## src/rtl/hd_loader_pkg.sv

```systemverilog
// Shared definitions for the HD program loader: state encoding, latency bounds, default RAM depth.
package hd_loader_pkg;

    typedef enum logic [2:0] {
        ST_IDLE  = 3'd0,
        ST_CHECK = 3'd1,
        ST_REQ   = 3'd2,
        ST_WAIT  = 3'd3,
        ST_WRITE = 3'd4,
        ST_DONE  = 3'd5,
        ST_ERR   = 3'd6
    } state_e;

    localparam int HD_LAT_MIN     = 1;
    localparam int HD_LAT_MAX     = 4;
    localparam int INST_DEPTH_DEF = 256;
    // Wait counter only ever holds latency-1.
    localparam int WAIT_CNT_W     = $clog2(HD_LAT_MAX);

endpackage

```

## src/rtl/hd_loader_addr_gen.sv

```systemverilog
// Latched transfer descriptor, word counter, HD/instruction address adders and end/range compares.
module hd_loader_addr_gen
    import hd_loader_pkg::*;
#(
    parameter int INST_DEPTH = INST_DEPTH_DEF,
    parameter int LEN_W      = 16
) (
    input  logic             clk_i,
    input  logic             rst_i,
    input  logic             load_i,
    input  logic             inc_i,
    input  logic [31:0]      hd_base_i,
    input  logic [31:0]      inst_base_i,
    input  logic [LEN_W-1:0] length_i,
    output logic [31:0]      hd_addr_o,
    output logic [31:0]      inst_addr_o,
    output logic [LEN_W-1:0] word_count_o,
    output logic             last_word_o,
    output logic             range_err_o,
    output logic             len_zero_o
);

    logic [31:0]      hd_base_q, hd_base_d;
    logic [31:0]      inst_base_q, inst_base_d;
    logic [LEN_W-1:0] len_q, len_d;
    logic [LEN_W-1:0] wc_q, wc_d;

    always_comb begin
        hd_base_d   = hd_base_q;
        inst_base_d = inst_base_q;
        len_d       = len_q;
        wc_d        = wc_q;
        if (load_i) begin
            hd_base_d   = hd_base_i;
            inst_base_d = inst_base_i;
            len_d       = length_i;
            wc_d        = '0;
        end else if (inc_i) begin
            wc_d = wc_q + LEN_W'(1);
        end
    end

    always_ff @(posedge clk_i) begin
        if (rst_i) begin
            hd_base_q   <= '0;
            inst_base_q <= '0;
            len_q       <= '0;
            wc_q        <= '0;
        end else begin
            hd_base_q   <= hd_base_d;
            inst_base_q <= inst_base_d;
            len_q       <= len_d;
            wc_q        <= wc_d;
        end
    end

    assign hd_addr_o    = hd_base_q + {{(32-LEN_W){1'b0}}, wc_q};
    assign inst_addr_o  = inst_base_q + {{(32-LEN_W){1'b0}}, wc_q};
    assign word_count_o = wc_q;
    // Only evaluated while wc_q < len_q, so the increment cannot wrap.
    assign last_word_o  = (wc_q + LEN_W'(1)) == len_q;
    // 33-bit sum so a base near 2^32 cannot wrap past the depth check.
    assign range_err_o  = ({1'b0, inst_base_q} + {{(33-LEN_W){1'b0}}, len_q}) > 33'(INST_DEPTH);
    assign len_zero_o   = len_q == '0;

endmodule

```

## src/rtl/hd_program_loader.sv

```systemverilog
// Copies Length words from HD into instruction RAM while stalling the PC.
// Optional running checksum of written words: define HD_LOADER_CHECKSUM_EN.
module hd_program_loader
    import hd_loader_pkg::*;
#(
    parameter int HD_LATENCY = 1,
    parameter int INST_DEPTH = INST_DEPTH_DEF,
    parameter int LEN_W      = 16
) (
    input  logic             CLK,
    input  logic             Reset,
    input  logic             Start,
    input  logic             Abort,
    input  logic [31:0]      HdBase,
    input  logic [31:0]      InstBase,
    input  logic [LEN_W-1:0] Length,
    input  logic [31:0]      HdData,
    output logic [31:0]      HdAddr,
    output logic             HdRead,
    output logic [31:0]      InstAddr,
    output logic [31:0]      InstData,
    output logic             InstWrite,
    output logic             Stall,
    output logic             Busy,
    output logic             Done,
    output logic             Error,
    output logic [LEN_W-1:0] WordCount,
    output logic [31:0]      Checksum
);

    localparam int LAT = (HD_LATENCY < HD_LAT_MIN) ? HD_LAT_MIN :
                         (HD_LATENCY > HD_LAT_MAX) ? HD_LAT_MAX : HD_LATENCY;
    localparam logic [WAIT_CNT_W-1:0] WAIT_LOAD = WAIT_CNT_W'(LAT - 1);

    state_e                  state_q, state_d;
    logic [WAIT_CNT_W-1:0]   wcnt_q, wcnt_d;
    logic [31:0]             data_q, data_d;
    logic                    accept, write_cyc;
    logic                    last_word, range_err, len_zero;

    assign accept    = (state_q == ST_IDLE) && Start && !Abort;
    assign write_cyc = (state_q == ST_WRITE);

    hd_loader_addr_gen #(
        .INST_DEPTH (INST_DEPTH),
        .LEN_W      (LEN_W)
    ) u_addr_gen (
        .clk_i        (CLK),
        .rst_i        (Reset),
        .load_i       (accept),
        .inc_i        (write_cyc),
        .hd_base_i    (HdBase),
        .inst_base_i  (InstBase),
        .length_i     (Length),
        .hd_addr_o    (HdAddr),
        .inst_addr_o  (InstAddr),
        .word_count_o (WordCount),
        .last_word_o  (last_word),
        .range_err_o  (range_err),
        .len_zero_o   (len_zero)
    );

    always_comb begin
        state_d = state_q;
        wcnt_d  = wcnt_q;
        data_d  = data_q;
        case (state_q)
            ST_IDLE:  if (accept) state_d = ST_CHECK;
            ST_CHECK: state_d = range_err ? ST_ERR : (len_zero ? ST_DONE : ST_REQ);
            ST_REQ: begin
                state_d = ST_WAIT;
                wcnt_d  = WAIT_LOAD;
            end
            ST_WAIT: begin
                if (wcnt_q == '0) begin
                    data_d  = HdData;
                    state_d = ST_WRITE;
                end else begin
                    wcnt_d = wcnt_q - 1'b1;
                end
            end
            ST_WRITE: state_d = last_word ? ST_DONE : ST_REQ;
            default:  state_d = ST_IDLE;
        endcase
        // Abort only redirects the next state; this cycle's strobes still go out.
        if (Abort && state_q != ST_IDLE) state_d = ST_IDLE;
    end

    always_ff @(posedge CLK) begin
        if (Reset) begin
            state_q <= ST_IDLE;
            wcnt_q  <= '0;
            data_q  <= '0;
        end else begin
            state_q <= state_d;
            wcnt_q  <= wcnt_d;
            data_q  <= data_d;
        end
    end

    assign HdRead    = (state_q == ST_REQ);
    assign InstWrite = write_cyc;
    assign InstData  = data_q;
    assign Stall     = (state_q != ST_IDLE);
    assign Busy      = Stall;
    assign Done      = (state_q == ST_DONE);
    assign Error     = (state_q == ST_ERR);

`ifdef HD_LOADER_CHECKSUM_EN
    logic [31:0] csum_q, csum_d;

    always_comb begin
        csum_d = csum_q;
        if (accept)         csum_d = '0;
        else if (write_cyc) csum_d = csum_q + data_q;
    end

    always_ff @(posedge CLK) begin
        if (Reset) csum_q <= '0;
        else       csum_q <= csum_d;
    end

    assign Checksum = csum_q;
`else
    assign Checksum = '0;
`endif

endmodule

```

## config.mk

```make
export PLATFORM = sky130hd
export DESIGN_NAME = hd_program_loader
export DESIGN_NICKNAME = d
export VERILOG_FILES = /design/src/rtl/hd_loader_pkg.sv /design/src/rtl/hd_loader_addr_gen.sv /design/src/rtl/hd_program_loader.sv
export SDC_FILE = /design/constraint.sdc
export NUM_CORES = 1
export LEC_CHECK = 0
export BUFFER_PORTS_ARGS = -buffer_cell sky130_fd_sc_hd__buf_4
export CAP_MARGIN = 15
export CORE_AREA = 3 3 134 136
export CTS_BUF_LIST = sky130_fd_sc_hd__clkbuf_4
export CTS_CLUSTER_SIZE = 25
export DETAILED_ROUTE_END_ITERATION = 12
export DIE_AREA = 0 0 137 139
export PLACE_DENSITY = 0.85
export SYNTH_ARGS = -nofsm -noshare
export SYNTH_HDL_FRONTEND = slang
export SYNTH_SLANG_ARGS = --single-unit
```

## constraint.sdc

```tcl
create_clock -name CLK -period 3.65 [get_ports CLK]
set_input_delay 0.73 -clock CLK [delete_from_list [all_inputs] [get_ports CLK]]
set_output_delay 0.73 -clock CLK [all_outputs]
set_load 0.01 [all_outputs]
```

==> results of run 1 <==
[final cells by class]
cell class / count / share of cell area, %
Clock buffer: 17 / 1.04
Sequential cell: 133 / 22.0
Tap cell: 225 / 2.30
Timing Repair Buffer: 296 / 18.5
Multi-Input combinational cell: 1020 / 54.1
Antenna cell: 2 / 0.0408
Inverter: 26 / 0.817
Clock inverter: 15 / 1.24
[placed cells by master (no fill, tap or decap), types with 6 or more instances in the layout]
cell / n
ha_1: 37
o211ai_1: 10
dfxtp_4: 6
and2_1: 7
buf_4: 287
dfxtp_2: 8
nand4_1: 16
nand3_1: 24
inv_1: 23
nor3_1: 25
xnor2_1: 49
o21bai_1: 7
buf_6: 7
o21ai_1: 11
nand2b_4: 6
xnor2_2: 11
dfxtp_1: 119
o21a_1: 11
ha_4: 13
nor4_1: 13
o21ai_0: 23
and3_1: 6
conb_1: 32
nor2_2: 9
or3_1: 7
clkbuf_4: 17
nor2_1: 68
xor2_1: 41
nand2_1: 293
a31oi_1: 9
a21o_1: 8
a21oi_1: 150
[tightest hold or removal path, cell delays in order]
cell and delay (ns):
buf_4 0.11, nand2_1 0.04, a21oi_1 0.05
[cell usage after synthesis (3+ instances only)]
master / count
a311oi_1: 4
dfxtp_1: 133
and4_1: 4
xnor2_1: 60
nand4_1: 16
clkbuf_1: 46
and2_1: 7
or2_2: 5
o31ai_1: 3
nor4b_1: 5
nor4_1: 14
a21oi_1: 156
nand2_1: 296
or3_1: 7
nand2b_1: 10
nor3b_1: 4
buf_2: 14
a21boi_0: 3
buf_4: 40
o21a_1: 11
a21o_1: 8
a31oi_1: 13
inv_1: 26
mux2i_1: 5
o21ai_1: 11
a211oi_1: 6
o21ai_0: 27
o211ai_1: 10
nor2b_1: 7
nand3b_1: 3
and3_1: 6
nor2_1: 81
nand3_1: 28
fa_1: 3
o21bai_1: 7
and3b_1: 5
nor3_1: 26
ha_1: 50
xor2_1: 42
[registers in the layout, indices dropped and copies added, names as in the netlist]
name and count:
u_addr_gen.len_q 16, u_addr_gen.hd_base_q 32, u_addr_gen.inst_base_q 32, state_q 3, u_addr_gen.word_count_o 16, InstData 32
wcnt_q 2
[worst paths after layout]
check	endpoint	depth (start not counted)
hold / removal	u_addr_gen.hd_base_q[16]	3
hold reg to reg	InstData[20]	2
setup reg to reg	state_q[1]	11
setup / recovery	InstAddr[19]	12
[power breakdown]
part / total, W / switching, W / internal (W)
combinational: 0.000746 / 0.000400 / 0.000347
clock: 0.00102 / 0.000705 / 0.000312
sequential: 0.00160 / 0.0000883 / 0.00151
[through the flow]
step	cells	util, %	setup TNS (ns)	total power [W]	hold WS (ns)
global placement	1676	64.9	0	0.00231	0.441
CTS	1722	69.0	-9.69	0.00334	0.335
finish	1734	71.9	-8.15	0.00336	0.375
floorplan	1283	-	0	0.00206	0.436
detailed placement	1676	64.9	-0.106	0.00233	0.447
global route	1734	71.9	-12.45	0.00352	0.336
[logic make-up (layout without fill, tap and decap cells)]
kind of cell,count (synthesis),after routing,synth area share (%)
flops,133,133,29.0
buf+inv,130,354,7.43
simple gates,538,538,26.6
xor+xnor,102,102,9.72
compound gates,289,289,19.1
mux,6,6,0.667
other cells,1,34,0.0408
fa+ha+maj,53,53,7.46
[routing by layer]
layer	track usage, %	wire length (um)
met5	0	0
met4	11.9	1000
met3	7.91	2930
met2	50.8	15200
met1	36.3	11500
[repair_timing]
| action | in CTS | in global routing |
|---|---|---|
| hold endpoints to repair | 0 | 0 |
| endpoints found under the setup margin | 36 | 42 |
| hold buffers | 0 | 0 |
| buffers inserted | 15 | 15 |
| gates resized for setup | 65 | 77 |
| pin swaps | 27 | 42 |
==> results.py, run 1 <==
metrics = {
    "global_routing": {
        "grt_use_total_pct": 30.2,
        "grt_max_degree": 81,
        "overflow": 0,
        "grt_pass1_vias": 9617,
        "grt_pass1_wl_um": 46700,
        "antenna_found_initial": 2,
    },
    "synthesis": {
        "avgSynthCellArea_um2": 7.34,
        "synth_top_cell_by_area": "dfxtp_1",
        "synthFlopType": "dfxtp_1",
        "netlist_top_cells_area": "dfxtp_1 29%, nand2_1 12%, a21oi_1 8.5%, ha_1 6.8%, xnor2_1 5.7%",
        "syn_inst": 1252,
        "synthArstFlopShare_pct": 0,
        "yosysWarnings": 0,
        "synth_top_area_share_pct": 29.0,
        "synth_edf_count": 0,
        "synth_seq_area_share_pct": 29.0,
        "synth_cell_types": 80,
        "synth-seq-cells": 133,
        "synth_area_um2": 9190,
    },
    "sta": {
        "clock_skew_ns": 0.0283,
        "finalCritPeriodShare_pct": 112,
        "fmax_mhz": 246,
        "hold_violations": 0,
        "period_needed_ns": 4.07,
        "relSlewSlack_pct": 43.8,
        "worst_pin_slew_ns": 0.843,
        "drv_slew": 0,
        "rsz0062_at_grt": "true",
        "layout_setup_ws_ns": -0.423,
        "setup_viol": 31,
    },
    "critical_path": {
        "worst_path_dominant_cell_family": "compound AO/OA/AOI/OAI gates",
        "end_kind": "output port",
        "slowest_stage": "dfxtp_4",
        "worst-path-buf-inv": 2,
        "startpoint": "u_addr_gen.word_count_o[1]",
        "r2r_slack_ns": 0.24,
        "worst-path-max-fanout": 6,
        "crit_chain": "ha_4 > a211oi_4 > o211ai_1 > a21oi_2 > a311oi_2 > o21a_1 > o21a_1 > o41ai_4 > buf_6 > nor2_1 > xor2_1 > buf_4",
        "slowest_delay_ns": 0.39,
        "critPathKind": "reg2out",
        "start_kind": "flop",
        "crit_required_ns": 2.92,
        "timing.rr.start": "u_addr_gen.len_q[0]",
        "cp.arrival_ns": 3.34,
        "crit_top_cell": "o21a_1",
    },
    "layout": {
        "final_cell_area_um2": 12300,
        "area_growth_pct": 33.3,
        "drive_gt1_share_pct": 29.9,
        "register_area_um2": 2700,
        "fin_nets": 1663,
        "multi_input_area_um2": 6630,
        "fillCellCount": 1356,
    },
    "power_and_ir_drop": {
        "p_leak_nw": 5.23,
        "power_density_nw_per_um2": 274,
        "peakVddDrop_mv": 0.234,
    },
    "clock_tree": {
        "cts_sinks": 133,
        "cts_tree": "done",
        "htreeDepth": 4,
        "cts_buffers": 17,
        "cts.clk_slew.worst_paths_ns": 0.16,
        "cts.path.max_buffers": 2,
        "root_buffer": "clkbuf_4",
        "clk_latency_ns": 0.58,
    },
    "placed_design": {
        "io_buffers": 233,
        "place_ws_ns": -0.0404,
        "placed_cell_area_um2": 11100,
        "dp_hpwl_um": 21500,
        "finalWeightedCongestion": 0.942,
    },
    "die": {
        "start_util_pct": 53.9,
        "die_h_um": 139,
        "die_w_um": 137,
        "io_pins": 266,
        "num_rows": 48,
        "die_area_um2": 19000,
        "core_um2": 17100,
    },
    "run": {
        "maxCapViolations": 0,
    },
    "detailed_routing": {
        "finalWirelength_um": 30700,
        "routedWlPerCell_um": 17.7,
        "drtPass1Iterations": 6,
        "drc": 0,
        "ant_nets": 0,
        "vias_per_cell": 5.76,
        "drt-initial-drc-count": 895,
        "vias": 9982,
    },
    "min_path": {
        "hold_path_class": "in2reg",
        "hp-start": "HdBase[16]",
    },
    "status": {
        "violations": "negative setup slack",
        "status": "finished with violations",
    },
}
No activity file was read; power rests on OpenSTA's default activity.
==> inputs of run 2 (changes only) <==
- RECOVER_POWER: default -> 25
==> results.py, run 2 (same netlist as run 1, synthesis figures left out) <==
metrics = {
    "critical_path": {
        "worst-path-buf-inv": 2,
        "crit_chain": "ha_4 > a211oi_4 > o211ai_1 > a21oi_2 > a311oi_2 > o21a_1 > o21a_1 > o41ai_4 > buf_6 > nor2_1 > xor2_1 > buf_4",
        "start_kind": "flop",
        "r2r_slack_ns": 0.25,
        "slowest_delay_ns": 0.39,
        "crit_top_cell": "o21a_1",
        "worst_r2r_path_depth": 11,
        "slowest_stage": "dfxtp_4",
        "crit_required_ns": 2.92,
        "critPathKind": "reg2out",
        "cp.arrival_ns": 3.32,
        "timing.rr.start": "u_addr_gen.len_q[0]",
        "worst-path-max-fanout": 6,
        "worst_path_dominant_cell_family": "compound AO/OA/AOI/OAI gates",
        "timing.rr.end": "state_q[1]",
        "end_kind": "output port",
    },
    "status": {
        "violations": "negative setup slack",
        "status": "finished with violations",
    },
    "clock_tree": {
        "clk_latency_ns": 0.56,
        "cts.path.max_buffers": 2,
        "hold_buffers": 0,
        "cts_tree": "done",
        "cts_sinks": 133,
        "htreeDepth": 4,
        "cts_buffers": 17,
        "root_buffer": "clkbuf_4",
        "cts.clk_slew.worst_paths_ns": 0.16,
    },
    "detailed_routing": {
        "drtPass1Iterations": 6,
        "drt-initial-drc-count": 843,
        "vias": 9940,
        "ant_nets": 0,
        "routedWlPerCell_um": 17.7,
        "drc": 0,
        "vias_per_cell": 5.73,
        "finalWirelength_um": 30700,
    },
    "placed_design": {
        "io_buffers": 233,
        "placed_cells": 1676,
        "place_ws_ns": -0.0404,
        "finalWeightedCongestion": 0.942,
        "dp_hpwl_um": 21500,
    },
    "run": {
        "maxCapViolations": 0,
    },
    "sta": {
        "rsz0062_at_grt": "true",
        "relSlewSlack_pct": 10.6,
        "hold_violations": 0,
        "setup_viol": 30,
        "whs_ns": 0.392,
        "worst_pin_slew_ns": 1.34,
        "layout_setup_ws_ns": -0.399,
        "clock_skew_ns": 0.0272,
        "finalCritPeriodShare_pct": 111,
        "fmax_mhz": 247,
        "drv_slew": 0,
        "period_needed_ns": 4.05,
    },
    "power_and_ir_drop": {
        "peakVddDrop_mv": 0.233,
        "seqPwrFrac_pct": 47.7,
        "comb_power_share_pct": 22.2,
        "p_clk_share_pct": 30.2,
        "switching_share_pct": 35.4,
        "p_int_w": 0.00217,
        "switchingPower_w": 0.00119,
        "p_leak_nw": 5.14,
        "power_density_nw_per_um2": 275,
    },
    "min_path": {
        "hold_path_class": "in2reg",
        "hp-start": "HdBase[16]",
        "min_to": "u_addr_gen.hd_base_q[16]",
        "hold_depth": 3,
    },
    "global_routing": {
        "antenna_found_initial": 2,
        "overflow": 0,
        "grt_use_total_pct": 30.2,
        "grt_pass1_wl_um": 46700,
        "grt_max_degree": 81,
        "grt_pass1_vias": 9617,
    },
    "die": {
        "num_rows": 48,
        "die_w_um": 137,
        "start_util_pct": 53.9,
        "die_area_um2": 19000,
        "io_pins": 266,
        "core_um2": 17100,
        "die_h_um": 139,
    },
    "layout": {
        "register_area_um2": 2700,
        "fillCellCount": 1384,
        "fin_cells": 1734,
        "layout_common_cells": "293 x nand2_1, 266 x buf_4, 150 x a21oi_1",
        "drive_gt1_share_pct": 28.5,
        "area_growth_pct": 32.4,
        "multi_input_area_um2": 6630,
        "layout_commonest_cell": "nand2_1",
        "fin_nets": 1663,
    },
}
==> run 2: final cells by class <==
| cell class | instances | area share, % |
|---|---|---|
| Tap cell | 225 | 2.31 |
| Sequential cell | 133 | 22.1 |
| Timing Repair Buffer | 296 | 18.0 |
| Inverter | 26 | 0.822 |
| Clock buffer | 17 | 1.05 |
| Clock inverter | 15 | 1.24 |
| Antenna cell | 2 | 0.0411 |
| Multi-Input combinational cell | 1020 | 54.4 |
==> run 2: metrics by stage <==
step	utilization, %	power (W)	cell area, um^2	setup TNS (ns)
after floorplan	-	0.00206	9310	0
after global placement	64.9	0.00231	11100	0
after detailed placement	64.9	0.00233	11100	-0.106
after CTS	69.0	0.00334	11800	-9.69
after global routing	71.4	0.00352	12200	-12.45
final	71.4	0.00335	12200	-7.52
==> run 2: metal layers <==
metal  vias to the layer above  global-route usage, %  part of all wire, %
met5                         -                      0                    0
met2                       496                   50.8                   50
met4                         0                   11.9                  3.3
met1                      4625                   36.3                   38
li1                       4730                      -                    -
met3                        89                   7.91                  8.6
==> run 2: how the worst max path moves through the flow <==
| stage | end | from | depth (start not counted) |
|---|---|---|---|
| 2_1_floorplan | InstAddr[30] | u_addr_gen.word_count_o[0] | 12 |
| 3_3_place_gp | HdAddr[28] | u_addr_gen.word_count_o[0] | 13 |
| 3_5_place_dp | HdAddr[18] | u_addr_gen.word_count_o[0] | 13 |
| 4_1_cts | InstAddr[31] | u_addr_gen.word_count_o[1] | 12 |
| 5_1_grt | HdAddr[24] | u_addr_gen.word_count_o[0] | 13 |
| 6_report | InstAddr[19] | u_addr_gen.word_count_o[1] | 12 |
==> run 2: power groups by stage <==
stage               combinational (W)  clock [W]  sequential, W
floorplan                    0.000478          0        0.00159
global placement             0.000695          0        0.00162
detailed placement           0.000707          0        0.00162
CTS                          0.000721    0.00103        0.00159
global route                 0.000815    0.00110        0.00161
finish                       0.000744    0.00101        0.00160
==> run 2: worst reg2reg max path, stage by stage (launching register included) <==
cell and delay [ns]:
dfxtp_1 0.38, ha_1 0.26, fa_1 0.44, a211oi_2 0.33, o21bai_1 0.16, a21oi_1 0.19
xnor2_1 0.10, o41ai_2 0.51, o2111ai_2 0.22, nor4_2 0.36, nand2_1 0.15, a22o_1 0.19
==> run 2: timing repair <==
item                                    4_1_cts  5_1_grt
setup buffers                                15       15
pin swaps                                    27       42
endpoints found under the setup margin       36       42
endpoints found under the hold margin         0        0
gates resized for setup                      65       77
